### config.mk
export PLATFORM = sky130hd
export DESIGN_NAME = controller_multi
export DESIGN_NICKNAME = d
export VERILOG_FILES = /design/src/rtl/controller_multi.sv
export SDC_FILE = /design/constraint.sdc
export NUM_CORES = 1
export LEC_CHECK = 0
export CORE_MARGIN = 2
export CORE_UTILIZATION = 46
export CTS_CLUSTER_DIAMETER = 200
export DETAILED_ROUTE_END_ITERATION = 16
export PLACE_DENSITY = 0.88
export SLEW_MARGIN = 15
export SYNTH_ARGS = -nofsm -noshare
export SYNTH_HDL_FRONTEND = slang
export SYNTH_SLANG_ARGS = --single-unit
### constraint.sdc
create_clock -name clock -period 2 [get_ports clock]
set_input_delay 0.6 -clock clock [delete_from_list [all_inputs] [get_ports clock]]
set_output_delay 0.6 -clock clock [all_outputs]
set_load 0.02 [all_outputs]
### src/rtl/controller_multi.sv
// Token-guarded parking slot controller: a confirmed request toggles a slot's occupancy and
// produces a one-cycle write of the time stamp. Repeated bad tokens lock the block until reset.
module controller_multi #(
  parameter int TOKEN_W   = 3,
  parameter int TIME_W    = 8,
  parameter int SLOTS     = 4,
  parameter int MAX_TRIES = 3,
  parameter int TIMEOUT   = 15,
  localparam int SLOT_W   = $clog2(SLOTS)
) (
  input  logic               clock,
  input  logic               reset_n,
  input  logic [TOKEN_W-1:0] system_token,
  input  logic               request,
  input  logic [SLOT_W-1:0]  slot_id,
  input  logic               confirm,
  input  logic [TOKEN_W-1:0] user_token,
  input  logic [TIME_W-1:0]  time_data,
  output logic [TIME_W-1:0]  data_to_save,
  output logic [SLOTS-1:0]   enable_slot,
  output logic [SLOTS-1:0]   occupied,
  output logic               grant,
  output logic               denied,
  output logic               locked,
  output logic               busy
);

  // state    | meaning
  // SETUP    | latch system_token, then go active
  // ACTIVE   | idle, waiting for a request
  // REQ_PROC | waiting for confirm, timeout running
  // SAVE     | one-cycle write of time stamp into the slot, toggle occupancy
  // LOCKED   | too many bad tokens, only reset leaves

  localparam int FAIL_W = $clog2(MAX_TRIES + 1);
  localparam int TMR_W  = (TIMEOUT > 1) ? $clog2(TIMEOUT) : 1;

  typedef enum logic [2:0] {
    SETUP    = 3'd0,
    ACTIVE   = 3'd1,
    REQ_PROC = 3'd2,
    SAVE     = 3'd3,
    LOCKED   = 3'd4
  } state_t;

  state_t               state_q, state_d;
  logic [TOKEN_W-1:0]   tok_q, tok_d;
  logic [SLOT_W-1:0]    slot_q, slot_d;
  logic [FAIL_W-1:0]    fail_q, fail_d, fail_inc;
  logic [TMR_W-1:0]     tmr_q, tmr_d;
  logic                 grant_d, deny_d;
  logic                 grant_q, deny_q;
  logic [SLOTS-1:0]     en_q, occ_q, slot_hot;
  logic [TIME_W-1:0]    save_q;

  assign slot_hot = SLOTS'(1) << slot_q;
  assign fail_inc = (fail_q == FAIL_W'(MAX_TRIES)) ? fail_q : fail_q + 1'b1;

  always_ff @(posedge clock or negedge reset_n) begin
    if (!reset_n) state_q <= SETUP;
    else          state_q <= state_d;
  end

  always_comb begin
    state_d = state_q;
    tok_d   = tok_q;
    slot_d  = slot_q;
    fail_d  = fail_q;
    tmr_d   = tmr_q;
    grant_d = 1'b0;
    deny_d  = 1'b0;
    case (state_q)
      SETUP: begin
        tok_d   = system_token;
        state_d = ACTIVE;
      end
      ACTIVE: begin
        if (request) begin
          slot_d = slot_id;
          // timeout is a down-counter: loaded here, expires at terminal count 0
          tmr_d  = TMR_W'(TIMEOUT - 1);
          if (32'(slot_id) < 32'(SLOTS)) state_d = REQ_PROC;
          else                           deny_d  = 1'b1;
        end
      end
      REQ_PROC: begin
        if (confirm) begin
          if (user_token == tok_q) begin
            state_d = SAVE;
            grant_d = 1'b1;
          end else begin
            fail_d  = fail_inc;
            deny_d  = 1'b1;
            state_d = (fail_inc == FAIL_W'(MAX_TRIES)) ? LOCKED : ACTIVE;
          end
        end else if (tmr_q == '0) begin
          deny_d  = 1'b1;
          state_d = ACTIVE;
        end else begin
          tmr_d = tmr_q - 1'b1;
        end
      end
      SAVE: begin
        fail_d  = '0;
        state_d = ACTIVE;
      end
      LOCKED: state_d = LOCKED;
      default: state_d = SETUP;
    endcase
  end

  always_ff @(posedge clock or negedge reset_n) begin
    if (!reset_n) begin
      tok_q   <= '0;
      slot_q  <= '0;
      fail_q  <= '0;
      tmr_q   <= '0;
      grant_q <= 1'b0;
      deny_q  <= 1'b0;
      en_q    <= '0;
      occ_q   <= '0;
      save_q  <= '0;
    end else begin
      tok_q   <= tok_d;
      slot_q  <= slot_d;
      fail_q  <= fail_d;
      tmr_q   <= tmr_d;
      grant_q <= grant_d;
      deny_q  <= deny_d;
      en_q    <= grant_d ? slot_hot : '0;
      occ_q   <= grant_d ? (occ_q ^ slot_hot) : occ_q;
      if (state_q == SAVE) save_q <= time_data;
    end
  end

  assign data_to_save = (state_q == SAVE) ? time_data : save_q;
  assign enable_slot  = en_q;
  assign occupied     = occ_q;
  assign grant        = grant_q;
  assign denied       = deny_q;
  assign locked       = (state_q == LOCKED);
  assign busy         = (state_q == REQ_PROC) || (state_q == SAVE);

endmodule

-- Yosys cells after proc, flatten, opt, wreduce, memory -nomap -nowiden
Index checks and enable logic that the tools add are counted.
- register bits: 32
- bits in latches: 0
- RAM bits: 0
- ROM bits: 0
- bits of input ports: 20
- output and inout bits: 20
- word-level logic and storage cells: 60
- memories kept: 0
- $add $sub $neg: 2
- multipliers: 0
- div/mod/pow operators: 0
- $lt $le $gt $ge: 0
- eq/ne operators: 13
- shift operators: 1
- multiplexer cells: 23
- bitwise operators: 1
- reductions and logical operators: 10
- operator list (kind ; number):
    two-way mux 4 bit ; 4
    two-way mux 3 bit ; 5
    case mux 3 bit (4 select lines) ; 1
    inequality test 2 bit (second input constant) ; 5
    two-way mux 8 bit ; 1
    case mux 4 bit (2 select lines) ; 1
    two-way mux 1 bit ; 7
    == test 3 x 2 -> 1 bit (second input constant) ; 2
    two-way mux 2 bit ; 3
    == test 2 bit (second input constant) ; 2
    logical NOT 4 bit ; 1
    case mux 2 bit (2 select lines) ; 1
    AND reduction 2 bit ; 2
    AND reduction 4 bit ; 1
    nonzero test 2 bit ; 2
    << shifter 1 x 2 -> 4 bit (first input constant) ; 1
    subtractor 4 x 1 -> 4 bit (second input constant) ; 1
    bitwise XOR 4 bit ; 1
    == test 3 x 1 -> 1 bit (second input constant) ; 1
    == test 3 bit ; 1
    == test 3 bit (second input constant) ; 1
    logical NOT 3 bit ; 1
    inequality test 3 bit (second input constant) ; 1
    AND reduction 3 bit ; 1
    3 further kinds ; 3

-- Longest topological paths before layout
Gate-level depths: netlist of the first run.
- depth in word-level cells: 7
- mapped depth: 6
- mapped depth without buffers: 6

-- Least setup slack after synthesis of the first run
No wires, ideal clock.
- path kind: register -> output
- start point: register state_q[1]
- end point: output data_to_save[0]
- arrival: 1444 ps
- required time: 1400 ps
- setup slack: -44 ps
- cell stages (with the launch flop): 5
- path buffers: 0
- path through: dfrtp_1 inv_1 nor2_2 nand2_1 mux2_2
- word-level cells in the longest chain between the ends: 2
- RTL lines (element ; RTL line ; RTL):
    start: declaration ; 46 ; state_t state_q, state_d;
    start signal: assignment ; 61 ; else state_q <= state_d;
    == test 3 x 2 -> 1 bit ; 136 ; assign data_to_save = (state_q == SAVE) ? time_data : save_q;
    two-way mux 8 bit ; 136 ;
    end: declaration ; 19 ; output logic [TIME_W-1:0] data_to_save,
No other way between the ends.

-- Worst setup path after layout of the first run
- start point: register state_q[1]
- end point: output data_to_save[4]
Same word-level chain as after synthesis.

==> results of run 1 <==
-- metrics by stage --
step                area (sq um)  util (%)
floorplan                   1350         -
global placement            1820      66.1
detailed placement          1820      66.1
CTS                         1880      68.1
global route                1940      70.4
finish                      1940      70.4
-- registers in the layout, summed over array words and instances, names as in the netlist --
name and cells:
tok_q 3, fail_q 2, occupied 4, state_q 3, enable_slot 4, slot_q 2
denied 1, tmr_q 4, grant 1, save_q 8
-- cell usage in the layout, fill, tap and decap left out, types with 2 or more instances in the layout --
master and n:
xnor2_1 3, nand2_1 3, buf_4 16, xor2_1 4
inv_1 4, clkbuf_4 5, buf_2 5, nand2_4 2
nand3_1 2, a21oi_1 3, nor3_1 7, nor3b_2 2
clkdlybuf4s50_1 29, a31o_2 2, dfrtp_1 31, nor2_1 5
and3_1 2, mux2_2 12, buf_6 3
-- worst max-delay path, cell delays in order (launching register included) --
cell	delay (ns)
dfrtp_1	0.38
inv_2	0.06
nor2_4	0.20
nand2_4	0.10
mux2_2	0.29
buf_2	0.16
-- power breakdown --
group | internal, mW | switching (mW) | leakage [nW] | total, mW
Combinational | 0.705 | 0.645 | 0.473 | 1.35
Clock | 0.262 | 0.220 | 0.0422 | 0.481
Sequential | 0.878 | 0.149 | 0.393 | 1.03
-- layer usage --
layer  share of wire [%]  wire, um
met1                  38      1040
met2                  54      1480
met3                 7.5       206
met4                0.87        24
met5                   0         0
-- worst min-delay path by stage --
stage	slack, ns	from	to
floorplan	0.30	reset_n	denied
global placement	0.45	occupied[0]	occupied[0]
detailed placement	0.46	occupied[0]	occupied[0]
CTS	0.47	occupied[0]	occupied[0]
global route	0.49	occupied[3]	occupied[3]
finish	0.47	occupied[0]	occupied[0]
-- cell usage after synthesis --
library cell  count  share of area (%)
ha_1              1               0.93
inv_1             5                1.4
nor3_1            7                2.6
nand4_2           1               0.93
or3b_4            1               0.84
nor2_2            1               0.47
nor3b_2           2                1.9
dfrtp_1          32                 60
o21bai_1          1               0.56
and3_1            2               0.93
or3b_2            1               0.65
nor3b_4           1                1.4
xor2_1            4                2.6
buf_6             1               0.84
a21oi_1           3                1.1
nand3_1           2               0.74
a41oi_1           1               0.65
nor2_1            5                1.4
o31a_1            1               0.65
nand2_1           4                1.1
a31oi_1           1               0.47
mux2_2           13                 11
nor2b_1           1               0.47
buf_2             1               0.37
xnor2_1           3                2.0
nand4_1           1               0.47
a211oi_1          1               0.56
a21o_1            1               0.56
a31o_2            2                1.3
mux2i_1           1               0.74
and4bb_2          1               0.93
-- logic make-up after synthesis --
group / synth area share [%]
compound gates: 5.87
xor+xnor: 4.56
fa+ha+maj: 0.931
buf+inv: 2.61
flops: 59.6
mux: 11.6
simple gates: 14.8
-- what timing repair did --
action                     in CTS  in global routing
gates resized for setup        43                 11
pin swaps                       2                  2
gates cloned                    1                  0
hold buffers                    0                  0
setup endpoints to repair      10                 10
buffers inserted                2                  4
-- layout make-up --
cell class	instances	area [sq um]
fillers	210	817
clock buffers	6	41.3
well taps	31	38.8
clock inverters	2	35.0
repair buffers	53	469
flip-flops and latches	32	802
inverters	5	18.8
multi-input cells	64	536
==> out/metrics.yaml, run 1 <==
numPortBuffers: 39
clk_path_buf_depth: 2
clock_latency_ns: 0.33
slew_violations: 0
crit_type: "reg2out"
die_area_sq_um: 3370
antenna_found_initial: 0
synth_cell_type_count: 31
num_vias: 1008
drive_above_1_share_pct: 35.8
track_usage_pct: 18.4
crit_path_start: "state_q[1]"
violations: "negative setup slack"
met2_usage_pct: 31.7
via_per_inst: 5.22
setup_viol: 9
syn_inst: 102
gp_congestion: 0.766
coreArea_sq_um: 2760
seq_area_frac_synth_pct: 59.6
num_antenna_cells: 0
max_freq_mhz: 470
drv_cap: 0
nets: 182
dieWidth_um: 58.1
cts_root_buf: "clkbuf_4"
ir_drop_uv: 1210
fin_setup_tns_ns: -0.988
grt_util_met3_pct: 8.48
avgSynthCellArea_sq_um: 13.2
route.detailed.drc: 0
grt_util_met1_pct: 20.3
hold_viol: 0
start_util_pct: 48.7
worstReg2RegEnd: "tmr_q[2]"
fin_crit_sh_pct: 106
hpwl_um: 1930
htreeDepth: 2
area_delta_synth_final_pct: 44.4
grt_pass1_wl_um: 4480
cts_buffers: 5
place_ws_ns: -0.438
grt_pass1_vias: 988
cp.required_ns: 1.40
cts_sinks: 32
skew_ns: 0.00319
cts_tree: "yes"
start_kind: "register"
hold_path.class: "reg2reg"
grt.busiest_layer: "met2"
cp_max_fo: 5
arrival_ns: 1.53
dieHeight_um: 58.1
crit_path_end_kind: "output pin"
rsz0062_at_grt: "true"
status: "complete, but fails checks"
slew_headroom_pct: 73.8
wl_per_cell_um: 14.2
syn_nets: 123
fin_hold_ws_ns: 0.466
fin_crit_ns: 2.13
synth_area_sq_um: 1340
dpl.cell_count: 178
ys_warn_count: 0
hold-path-cell-count: 1
powerDensity_nw_per_um2: 1470
overflow: 0
clk_pin_slew_worst_paths_ns: 0.10
timing.rr.start: "tmr_q[0]"
setup.worst_path.end: "data_to_save[4]"
yosys_register_bits: 32
core.rowCount: 19
r2r_cells: 6
tightest_slew_ns: 0.390
p_leak_nw: 0.909
final_cells: 193
r2r_setup_slack_ns: 0.22
setup_ws_ns: -0.126
finalPower_mw: 2.86
first_iter_violations: 20
ant_nets: 0
ioPinCount: 40
grt_max_degree: 33
drt-total-wl_um: 2750
first_pass_iters: 4
No activity file was read; power rests on OpenSTA's default activity.
==> run 2, diff against run 1 <==
- ABC_CLOCK_PERIOD_IN_PS: not set -> 2000
==> results of run 2 <==
The final DEF is identical to that of run 1; final timing and power are the same.
==> run 3, diff against run 2 <==
- CTS_CLUSTER_SIZE: not set -> 28
==> results of run 3 <==
The final DEF is identical to that of run 1; final timing and power are the same.
